### src/rtl/mem_arbiter.sv
// Two-requester (icache/dcache) arbiter and beat sequencer for one shared memory port.
// Optional round-robin arbitration is enabled by defining MEM_ARB_RR_EN; fixed dcache priority otherwise.
module mem_arbiter #(
    parameter int ADDR_W = 28,
    parameter int DATA_W = 128,
    parameter int BEATS  = 4
) (
    input  logic                clk,
    input  logic                reset,
    input  logic                ic_req_valid,
    output logic                ic_req_ready,
    input  logic [ADDR_W-1:0]   ic_req_addr,
    output logic                ic_resp_valid,
    output logic [DATA_W-1:0]   ic_resp_data,
    input  logic                dc_req_valid,
    output logic                dc_req_ready,
    input  logic                dc_req_rw,
    input  logic [ADDR_W-1:0]   dc_req_addr,
    input  logic                dc_req_data_valid,
    output logic                dc_req_data_ready,
    input  logic [DATA_W-1:0]   dc_req_data,
    input  logic [DATA_W/8-1:0] dc_req_data_mask,
    output logic                dc_resp_valid,
    output logic [DATA_W-1:0]   dc_resp_data,
    output logic                mem_req_valid,
    input  logic                mem_req_ready,
    output logic                mem_req_rw,
    output logic [ADDR_W-1:0]   mem_req_addr,
    output logic                mem_req_data_valid,
    input  logic                mem_req_data_ready,
    output logic [DATA_W-1:0]   mem_req_data_bits,
    output logic [DATA_W/8-1:0] mem_req_data_mask,
    input  logic                mem_resp_valid,
    input  logic [DATA_W-1:0]   mem_resp_data,
    output logic                busy
);
    localparam int CNT_W = (BEATS > 1) ? $clog2(BEATS) : 1;
    localparam logic [CNT_W-1:0] LAST = CNT_W'(BEATS - 1);

    typedef enum logic [1:0] {IDLE, ISSUE, WDATA, RESP} state_t;

    state_t            r_state;
    state_t            w_next;
    logic [CNT_W-1:0]  r_cnt;
    logic              r_owner_dc;
    logic              r_rw;
    logic [ADDR_W-1:0] r_addr;
    logic              w_prefer_dc;
    logic              w_grant_dc;
    logic              w_grant_ic;
    logic              w_beat;
    logic              w_last_beat;

`ifdef MEM_ARB_RR_EN
    logic r_prefer_dc;

    // Pointer favours whichever requester did not win the most recent grant.
    always_ff @(posedge clk or posedge reset) begin
        if (reset) begin
            r_prefer_dc <= 1'b1;
        end else if (w_grant_dc || w_grant_ic) begin
            r_prefer_dc <= w_grant_ic;
        end
    end
    assign w_prefer_dc = r_prefer_dc;
`else
    assign w_prefer_dc = 1'b1;
`endif

    assign w_grant_dc  = (r_state == IDLE) && dc_req_valid && (!ic_req_valid || w_prefer_dc);
    assign w_grant_ic  = (r_state == IDLE) && ic_req_valid && !w_grant_dc;
    assign w_beat      = ((r_state == WDATA) && dc_req_data_valid && mem_req_data_ready) ||
                         ((r_state == RESP) && mem_resp_valid);
    assign w_last_beat = w_beat && (r_cnt == LAST);

    always_ff @(posedge clk or posedge reset) begin
        if (reset) begin
            r_state    <= IDLE;
            r_cnt      <= '0;
            r_owner_dc <= 1'b1;
            r_rw       <= 1'b0;
            r_addr     <= '0;
        end else begin
            r_state <= w_next;
            if (w_grant_dc || w_grant_ic) begin
                r_owner_dc <= w_grant_dc;
                r_rw       <= w_grant_dc && dc_req_rw;
                r_addr     <= w_grant_dc ? dc_req_addr : ic_req_addr;
                r_cnt      <= '0;
            end else if (w_beat) begin
                r_cnt <= r_cnt + 1'b1;
            end
        end
    end

    always_comb begin
        w_next             = r_state;
        ic_req_ready       = w_grant_ic;
        dc_req_ready       = w_grant_dc;
        mem_req_valid      = 1'b0;
        mem_req_rw         = r_rw;
        mem_req_addr       = r_addr;
        mem_req_data_valid = 1'b0;
        dc_req_data_ready  = 1'b0;
        mem_req_data_bits  = '0;
        mem_req_data_mask  = '0;
        ic_resp_valid      = 1'b0;
        dc_resp_valid      = 1'b0;
        ic_resp_data       = '0;
        dc_resp_data       = '0;
        busy               = (r_state != IDLE);
        case (r_state)
            IDLE: begin
                if (w_grant_dc || w_grant_ic) w_next = ISSUE;
            end
            ISSUE: begin
                mem_req_valid = 1'b1;
                if (mem_req_ready) w_next = r_rw ? WDATA : RESP;
            end
            WDATA: begin
                mem_req_data_valid = dc_req_data_valid;
                dc_req_data_ready  = mem_req_data_ready;
                mem_req_data_bits  = dc_req_data;
                mem_req_data_mask  = dc_req_data_mask;
                if (w_last_beat) w_next = IDLE;
            end
            RESP: begin
                // Response beats route to the owner only; data is broadcast.
                ic_resp_valid = mem_resp_valid && !r_owner_dc;
                dc_resp_valid = mem_resp_valid && r_owner_dc;
                ic_resp_data  = mem_resp_data;
                dc_resp_data  = mem_resp_data;
                if (w_last_beat) w_next = IDLE;
            end
            default: w_next = IDLE;
        endcase
    end
endmodule
### config.mk
export PLATFORM = sky130hd
export DESIGN_NAME = mem_arbiter
export DESIGN_NICKNAME = d
export VERILOG_FILES = /design/src/rtl/mem_arbiter.sv
export SDC_FILE = /design/constraint.sdc
export NUM_CORES = 1
export LEC_CHECK = 0
export ABC_AREA = 1
export BUFFER_PORTS_ARGS = -buffer_cell sky130_fd_sc_hd__buf_2
export CORE_AREA = 2 2 299 301
export DETAILED_ROUTE_END_ITERATION = 10
export DIE_AREA = 0 0 301 303
export PLACE_DENSITY_LB_ADDON = 0.08
export SLEW_MARGIN = 10
export SYNTH_ARGS = -nofsm -noshare
export SYNTH_HDL_FRONTEND = slang
export SYNTH_SLANG_ARGS = --single-unit
### constraint.sdc
create_clock -name clk -period 1.5 [get_ports clk]
set_input_delay 0.075 -clock clk [delete_from_list [all_inputs] [get_ports clk]]
set_output_delay 0.075 -clock clk [all_outputs]
set_load 0.03 [all_outputs]
==> results of run 1 <==
## how the worst max path moves through the flow
stage / startpoint / slack [ns] / end
after global routing: r_state[0]$_DFFE_PP0P_ / -0.22 / dc_resp_data[44]
after floorplan: r_state[0]$_DFFE_PP0P_ / -0.15 / ic_resp_data[0]
after CTS: r_state[0]$_DFFE_PP0P_ / -0.19 / dc_resp_data[11]
after global placement: r_state[0]$_DFFE_PP0P_ / -0.05 / ic_resp_data[61]
after detailed placement: r_state[1]$_DFFE_PP0P_ / -0.07 / mem_req_addr[13]$_DFFE_PP0P_
final: r_state[0]$_DFFE_PP0P_ / -0.13 / mem_req_data_bits[118]
## worst max-delay path, stage by stage (launching register included)
cell,delay (ns)
dfrtp_2,0.45
inv_4,0.10
nand2_8,0.11
buf_12,0.17
clkbuf_16,0.16
nor2_1,0.09
buf_4,0.16
## through the flow
stage | utilization | instances | instance area [sq um] | total power (W)
2_1_floorplan | - | 908 | 4840 | 0.0141
3_3_place_gp | 0.107 | 2716 | 9440 | 0.0200
3_5_place_dp | 0.107 | 2716 | 9440 | 0.0198
4_1_cts | 0.122 | 2734 | 10700 | 0.0232
5_1_grt | 0.129 | 2738 | 11300 | 0.0256
6_report | 0.129 | 2740 | 11300 | 0.0241
## registers in the layout (all words and copies together), names as in the netlist
name / count
r_owner_dc: 1
r_state: 2
r_cnt: 2
mem_req_addr: 28
mem_req_rw: 1
## power by group through the flow
stage / clock network (W) / registers [W] / logic, W
finish: 0.00108 / 0.00167 / 0.0213
detailed placement: 0 / 0.00167 / 0.0181
CTS: 0.00116 / 0.00168 / 0.0204
floorplan: 0 / 0.00236 / 0.0117
global route: 0.00118 / 0.00175 / 0.0227
global placement: 0 / 0.00168 / 0.0183
## cells in the mapped netlist (all sizes together)
master / number
nor2: 307
inv: 284
buf: 169
o21ai: 61
nand2: 44
dfrtp: 33
clkbuf: 2
nand3: 2
a21oi: 1
a22o: 1
dfstp: 1
ha: 1
nand3b: 1
nand4: 1
## cell families after synthesis
logic type | after synthesis | synth area share
adders and majority gates | 1 | 0.00259
buffers and inverters | 455 | 0.475
AOI/OAI and AO/OA | 63 | 0.0667
and+or+nand+nor | 355 | 0.279
DFF | 34 | 0.176
## what timing repair did
| action | in CTS | in global routing |
|---|---|---|
| endpoints found under the setup margin | 410 | 440 |
| gates resized for setup | 353 | 182 |
| hold buffers | 1 | 0 |
| pin swaps | 2 | 1 |
| endpoints found under the hold margin | 13 | 0 |
| cloned | 1 | 3 |
| setup buffers | 8 | 1 |
## final cells by class
| type | instances | area, sq um | share of cell area |
|---|---|---|---|
| Antenna cell | 3 | 7.51 | 0.000663 |
| Clock inverter | 1 | 5.00 | 0.000442 |
| Timing Repair Buffer | 827 | 5520 | 0.487 |
| Multi-Input combinational cell | 419 | 2270 | 0.201 |
| Inverter | 284 | 1070 | 0.0945 |
| Clock buffer | 7 | 143 | 0.0126 |
| Sequential cell | 34 | 855 | 0.0754 |
| Tap cell | 1165 | 1460 | 0.129 |
## per-layer routing
metal / GRT usage / up-vias / wire [um]
met5: 0 / - / 13
met4: 0.00817 / 2 / 228
met3: 0.0164 / 16 / 2960
met2: 0.155 / 334 / 22400
met1: 0.0970 / 3284 / 16000
li1: - / 3685 / -
==> run_results.csv, run 1 <==
group,metric,value,unit
route,wl_per_cell,15.2,um
global_routing,grt_pass1_wl,53900,um
power,leakage,6.87,nW
clocking,cts_tree,"done",
sta,tightestPinTransition,0.421,ns
power,power.share.combinational,0.886,
logic_synthesis,synth_area_per_cell,5.33,sq um
clocking,htreeDepth,2,
cells_and_area,nFillCells,10400,
sta,setup_violations,386,
route,dr.pass1.iters,5,
power,ir_drop,1.47,mV
die,die_h,303,um
global_routing,grtUsageTotal,0.0818,
sta,skew,0.00449,ns
cells_and_area,nNetsFinal,1909,
global_routing,gr-total-overflow,0,
sta,setup_tns,-28.66,ns
setup_path,crit_arrival,1.56,ns
die,ios,774,
setup_path,ff2ff_path_depth,7,
clocking,insertion_delay,0.29,ns
place,place.detailed.hpwl,36700,um
route,ant_nets,0,
logic_synthesis,synth_nets,1246,
sta,slew_headroom,0.719,
cells_and_area,drive_above_1_share,0.608,
setup_path,end_kind,"primary output",
power,internal_power,0.00912,W
logic_synthesis,yosysTopAreaCell,"nor2_1",
sta,post-route-min-period,1.63,ns
setup_path,worstSetupPathType,"reg2out",
logic_synthesis,synth_area_leaders,"nor2_1, buf_4, inv_1",
global_routing,grt_max_degree,48,
power,p_switching,0.0150,W
route,num_vias,7321,
cells_and_area,final_cell_mix,"buf_2, inv_1, nor2_1, buf_4, buf_6",
sta,holdWs,0.0389,ns
min_path,hold_depth,2,
route,first_iter_violations,331,
cells_and_area,final_common_cell,"buf_2",
setup_path,regToRegEndpoint,"mem_req_addr[5]$_DFFE_PP0P_",
setup_path,r2r_start,"r_state[0]$_DFFE_PP0P_",
run,cap_violations,0,
die,core-area,88000,sq um
cells_and_area,area_growth,134,%
clocking,root_buffer,"clkbuf_16",
logic_synthesis,syn-cell-area,4840,sq um
setup_path,critPathMaxFanout,8,
setup_path,cp-start-kind,"flop",
place,dpl_worst_slack,-0.0701,ns
min_path,min-delay-path-class,"in2reg",
global_routing,first_global_vias,7231,
sta,layout_setup_ws,-0.134,ns
power,swShare,0.621,
logic_synthesis,yosysWarnings,0,
sta,timing.final.crit_share,1.09,
logic_synthesis,yosysSeqAreaShare,0.176,
place,gp_congestion,0.853,
route,wl,41600,um
sta,grt_setup_unrepaired,"yes",
die,start_util,0.0550,
clocking,clkSlewWorstSetupHoldPaths,0.06,ns
setup_path,cp_data_required_time,1.42,ns
min_path,min-delay-start,"dc_req_rw",
route,drc,0,
sta,fmax,612,MHz
sta,slew_violations,0,
power,seqPwrFrac,0.069,
power,p_clk_frac,0.045,
route,viasPerCell,2.67,
status,outcome,"finished with violations",
logic_synthesis,synthCells,908,
clocking,cts.sinks,34,
logic_synthesis,synth_top_area_frac,0.237,
die,rows,109,
place,io_buffers,773,
clocking,clock_path_buffers,2,
status,violations,"setup timing",
logic_synthesis,synth-seq-cells,34,
power,power_density,2130,nW/um^2
global_routing,antenna_found_initial,5,
die,die-area,91200,sq um
min_path,min_to,"mem_req_rw$_DFFE_PP0P_",
sta,hold_viol,0,
clocking,cts_buffers,5,
setup_path,worst-r2r-setup-slack,-0.01,ns
die,fp.dieW,301,um
logic_synthesis,ys_types,21,
(Power assumes the default switching activity.)
==> run 2: changes to the inputs <==
--- a/config.mk
+++ b/config.mk
@@ -10,6 +10,7 @@
 export CORE_AREA = 2 2 299 301
 export DETAILED_ROUTE_END_ITERATION = 10
 export DIE_AREA = 0 0 301 303
+export MAX_ROUTING_LAYER = met4
 export PLACE_DENSITY_LB_ADDON = 0.08
 export SLEW_MARGIN = 10
 export SYNTH_ARGS = -nofsm -noshare
==> run 2 against run 1 <==
Non-clock buffer count unchanged; clock power about the same; first-iteration DRC count up 9.1%; the run still ends with setup timing left; flip-flop and latch count unchanged.
==> run_results.csv, run 2 (synthesis gave the netlist of run 1 again) <==
group,metric,value,unit
cells_and_area,multi_input_area,2310,sq um
clocking,cts.sinks,34,
die,start_util,0.0550,
sta,layout_setup_ws,-0.190,ns
global_routing,antenna_found_initial,5,
setup_path,critPathMaxStageDelay,0.43,ns
setup_path,worst-r2r-setup-slack,0.01,ns
setup_path,end_kind,"primary output",
cells_and_area,regArea,855,sq um
sta,post-route-min-period,1.69,ns
status,violations,"setup timing",
global_routing,grtUsageTotal,0.0843,
sta,slew_headroom,0.718,
place,dpl_worst_slack,-0.0701,ns
cells_and_area,largest_reg_flops,28,
clocking,root_buffer,"clkbuf_16",
power,ir_drop,1.61,mV
setup_path,worstSetupPathType,"reg2out",
status,outcome,"finished with violations",
sta,skew,0.00362,ns
cells_and_area,fin_cells,2743,
die,rows,109,
place,place_area,9440,sq um
cells_and_area,final_area,11300,sq um
sta,setup_violations,369,
die,ios,774,
clocking,insertion_delay,0.29,ns
route,drc,0,
die,core-area,88000,sq um
route,viasPerCell,2.67,
route,wl_per_cell,15.1,um
cells_and_area,nNetsFinal,1909,
sta,slew_violations,0,
clocking,clkSlewWorstSetupHoldPaths,0.06,ns
setup_path,critPathMaxFanout,27,
route,num_vias,7330,
sta,holdWs,0.0387,ns
cells_and_area,nFillCells,10400,
clocking,cts_tree,"done",
sta,fmax,592,MHz
run,cap_violations,0,
global_routing,gr-total-overflow,0,
route,wl,41500,um
die,fp.dieW,301,um
route,ant_nets,0,
sta,timing.final.crit_share,1.13,
route,first_iter_violations,361,
power,leakage,6.86,nW
place,dp_cells,2716,
route,dr.pass1.iters,4,
die,die_h,303,um
sta,tightestPinTransition,0.423,ns
setup_path,crit_family,"buffers and inverters",
place,io_buffers,773,
global_routing,grt_pass1_wl,53800,um
place,gp_congestion,0.867,
global_routing,grt_max_degree,48,
cells_and_area,area_growth,134,%
clocking,clock_path_buffers,2,
setup_path,cp_data_required_time,1.42,ns
min_path,min-delay-path-class,"in2reg",
setup_path,crit_arrival,1.62,ns
clocking,htreeDepth,2,
setup_path,slowest_stage,"dfrtp_2",
die,die-area,91200,sq um
setup_path,cp_num_buf_inv,2,
cells_and_area,final_common_cell,"buf_2",
cells_and_area,fin_util,0.129,
setup_path,path_cells,"nand2_4 > buf_16 > nor2_1 > buf_2",
sta,hold_viol,0,
cells_and_area,final_cell_mix,"buf_2, inv_1, nor2_1, buf_4, buf_6",
sta,grt_setup_unrepaired,"yes",
cells_and_area,drive_above_1_share,0.612,
clocking,cts_buffers,5,
power,power_density,2110,nW/um^2
setup_path,cp-start-kind,"flop",
place,place.detailed.hpwl,36700,um
global_routing,first_global_vias,7240,
-- run 2: worst paths after layout --
| path | start | endpoint | cells past startpoint |
|---|---|---|---|
| setup / recovery | r_state[0]$_DFFE_PP0P_ | dc_resp_data[81] | 4 |
| hold / removal | dc_req_rw | mem_req_rw$_DFFE_PP0P_ | 2 |
| setup reg to reg | r_state[0]$_DFFE_PP0P_ | mem_req_addr[5]$_DFFE_PP0P_ | 7 |
| hold reg to reg | r_cnt[1]$_DFFE_PP0P_ | r_cnt[1]$_DFFE_PP0P_ | 2 |
| max in group asynchronous | reset | r_state[1]$_DFFE_PP0P_ | 4 |
| min in group asynchronous | reset | mem_req_addr[14]$_DFFE_PP0P_ | 3 |
-- run 2: through the flow --
stage / TNS, ns / total power (W)
2_1_floorplan: -17.46 / 0.0141
3_3_place_gp: -0.282 / 0.0200
3_5_place_dp: -0.527 / 0.0198
4_1_cts: -53.89 / 0.0232
5_1_grt: -63.18 / 0.0255
6_report: -25.82 / 0.0239
-- run 2: metal layers --
metal  routed length [um]  up-vias  GRT usage
met3                 2690       15     0.0142
met5                    0        -          -
li1                     -     3688          -
met1                16200     3294     0.0985
met2                22300      333      0.155
met4                  230        0    0.00817
-- run 2: what timing repair did --
action	in CTS	in global routing
pin swaps	2	1
endpoints found under the setup margin	410	440
gates cloned	1	2
setup buffers	8	1
hold buffers	1	0
endpoints found under the hold margin	13	0
gates resized for setup	353	180
-- run 2: power breakdown --
group / internal [W] / switching [W] / leakage (nW) / total (W)
clock: 0.000659 / 0.000418 / 0.0739 / 0.00108
sequential: 0.00138 / 0.000291 / 0.417 / 0.00167
combinational: 0.00696 / 0.0142 / 6.37 / 0.0212
-- run 2: area by class of cell --
cell class / count / share of cell area
antenna: 6 / 0.00133
clock buffer: 7 / 0.0126
clock inverter: 1 / 0.000442
inverter: 284 / 0.0946
multi-input combinational: 419 / 0.204
sequential: 34 / 0.0754
tap: 1165 / 0.129
timing repair buffer: 827 / 0.483
==> run 3: changes to the inputs <==
--- a/config.mk
+++ b/config.mk
@@ -10,6 +10,7 @@
 export CORE_AREA = 2 2 299 301
 export DETAILED_ROUTE_END_ITERATION = 10
 export DIE_AREA = 0 0 301 303
+export HOLD_SLACK_MARGIN = 0.15
 export MAX_ROUTING_LAYER = met4
 export PLACE_DENSITY_LB_ADDON = 0.08
 export SLEW_MARGIN = 10
==> run 3 against run 2 <==
The flow still finishes with violations (setup timing); critical path depth is the same; worst setup slack improved by 0.024 ns; wire length up 0.24%; global-route usage hardly changed; core utilization increased by 0.63 points; non-clock buffer count up 56; clock power about the same; sequential power barely moved.
==> run_results.csv, run 3 (synthesis gave the netlist of run 1 again) <==
group,metric,value,unit
cells_and_area,final_area,11900,sq um
power,leakage,7.09,nW
sta,skew,0.00404,ns
route,wl,41600,um
clocking,cts_buffers,5,
place,dp_cells,2716,
sta,hold_viol,0,
route,viasPerCell,2.69,
power,power_density,2020,nW/um^2
sta,fmax,600,MHz
sta,grt_setup_unrepaired,"yes",
route,first_iter_violations,339,
die,ios,774,
global_routing,grt_max_degree,48,
place,place_area,9440,sq um
global_routing,gr-total-overflow,0,
route,num_vias,7535,
cells_and_area,final_cell_mix,"buf_2, inv_1, nor2_1, buf_4, buf_6",
sta,slew_headroom,0.717,
route,wl_per_cell,14.9,um
setup_path,cp_data_required_time,1.42,ns
status,outcome,"finished with violations",
clocking,clkSlewWorstSetupHoldPaths,0.06,ns
sta,setup_violations,368,
cells_and_area,area_growth,146,%
power,ir_drop,1.60,mV
route,dr.pass1.iters,4,
die,core-area,88000,sq um
sta,slew_violations,0,
global_routing,first_global_vias,7452,
cells_and_area,fin_cells,2798,
place,io_buffers,773,
place,gp_congestion,0.867,
global_routing,grtUsageTotal,0.0846,
clocking,htreeDepth,2,
cells_and_area,drive_above_1_share,0.591,
route,drc,0,
global_routing,antenna_found_initial,5,
clocking,clock_path_buffers,2,
min_path,min-delay-path-class,"in2reg",
global_routing,grt_pass1_wl,54200,um
die,start_util,0.0550,
die,die-area,91200,sq um
sta,timing.final.crit_share,1.11,
sta,tightestPinTransition,0.423,ns
cells_and_area,final_common_cell,"buf_2",
die,fp.dieW,301,um
sta,holdWs,0.154,ns
setup_path,end_kind,"primary output",
place,place.detailed.hpwl,36700,um
clocking,root_buffer,"clkbuf_16",
run,cap_violations,0,
cells_and_area,largest_reg_flops,28,
setup_path,worstSetupPathType,"reg2out",
die,die_h,303,um
setup_path,critPathMaxFanout,27,
status,violations,"setup timing",
setup_path,cp-start-kind,"flop",
clocking,cts.sinks,34,
place,dpl_worst_slack,-0.0701,ns
clocking,insertion_delay,0.29,ns
sta,post-route-min-period,1.67,ns
die,rows,109,
sta,layout_setup_ws,-0.166,ns
route,ant_nets,0,
clocking,cts_tree,"done",
cells_and_area,nNetsFinal,1965,
setup_path,crit_arrival,1.59,ns
==> run 3: cell count changes in the layout (fill, tap and decap cells not counted) <==
cell / delta
dlygate4sd3_1: +56
diode_2: -1
==> run 3: worst paths after layout <==
path	cells past startpoint	startpoint	slack (ns)	endpoint
worst max-delay path	4	r_state[0]$_DFFE_PP0P_	-0.17	dc_resp_data[81]
worst min-delay path	3	mem_req_ready	0.15	r_state[1]$_DFFE_PP0P_
worst max register to register	8	r_state[0]$_DFFE_PP0P_	0.01	mem_req_addr[13]$_DFFE_PP0P_
worst min register to register	2	r_cnt[1]$_DFFE_PP0P_	0.48	r_cnt[1]$_DFFE_PP0P_
max in group asynchronous	4	reset	0.69	r_state[1]$_DFFE_PP0P_
min in group asynchronous	3	reset	0.34	mem_req_addr[14]$_DFFE_PP0P_
==> run 3: repair_timing <==
item / in CTS / in global routing
gates resized for setup: 353 / 180
hold buffers: 57 / 0
buffers inserted: 8 / 1
pin swaps: 2 / 1
gates cloned: 1 / 2
hold endpoints to repair: 43 / 0
setup endpoints to repair: 410 / 440
==> run 3: critical path, cell delays in order, from the launching register on <==
cell     delay [ns]
dfrtp_2        0.43
nand2_4        0.09
buf_16         0.18
nor2_1         0.30
buf_2          0.27
==> run 3: final cells by class <==
type	instances	area (sq um)
well taps	1165	1460
clock inverters	1	5.00
repair buffers	883	6030
flip-flops and latches	34	855
clock buffers	7	143
inverters	284	1070
multi-input cells	419	2310
diodes	5	12.5
fillers	10400	76100
==> run 3: layer usage <==
layer | part of all wire | track usage
met5 | 0 | -
met4 | 0.0055 | 0.00817
met3 | 0.060 | 0.0135
met2 | 0.54 | 0.156
met1 | 0.40 | 0.0991
==> run 3: per-stage QoR <==
stage | power (W) | setup TNS, ns | utilization
final | 0.0241 | -26.30 | 0.135
after global routing | 0.0256 | -63.18 | 0.135
after CTS | 0.0233 | -53.89 | 0.129
after detailed placement | 0.0198 | -0.527 | 0.107
after global placement | 0.0200 | -0.282 | 0.107
after floorplan | 0.0141 | -17.46 | -
==> run 3: where the power goes <==
part / leakage (nW) / switching, W / internal (W)
Sequential: 0.417 / 0.000291 / 0.00138
Combinational: 6.60 / 0.0143 / 0.00705
Clock: 0.0739 / 0.000418 / 0.000659
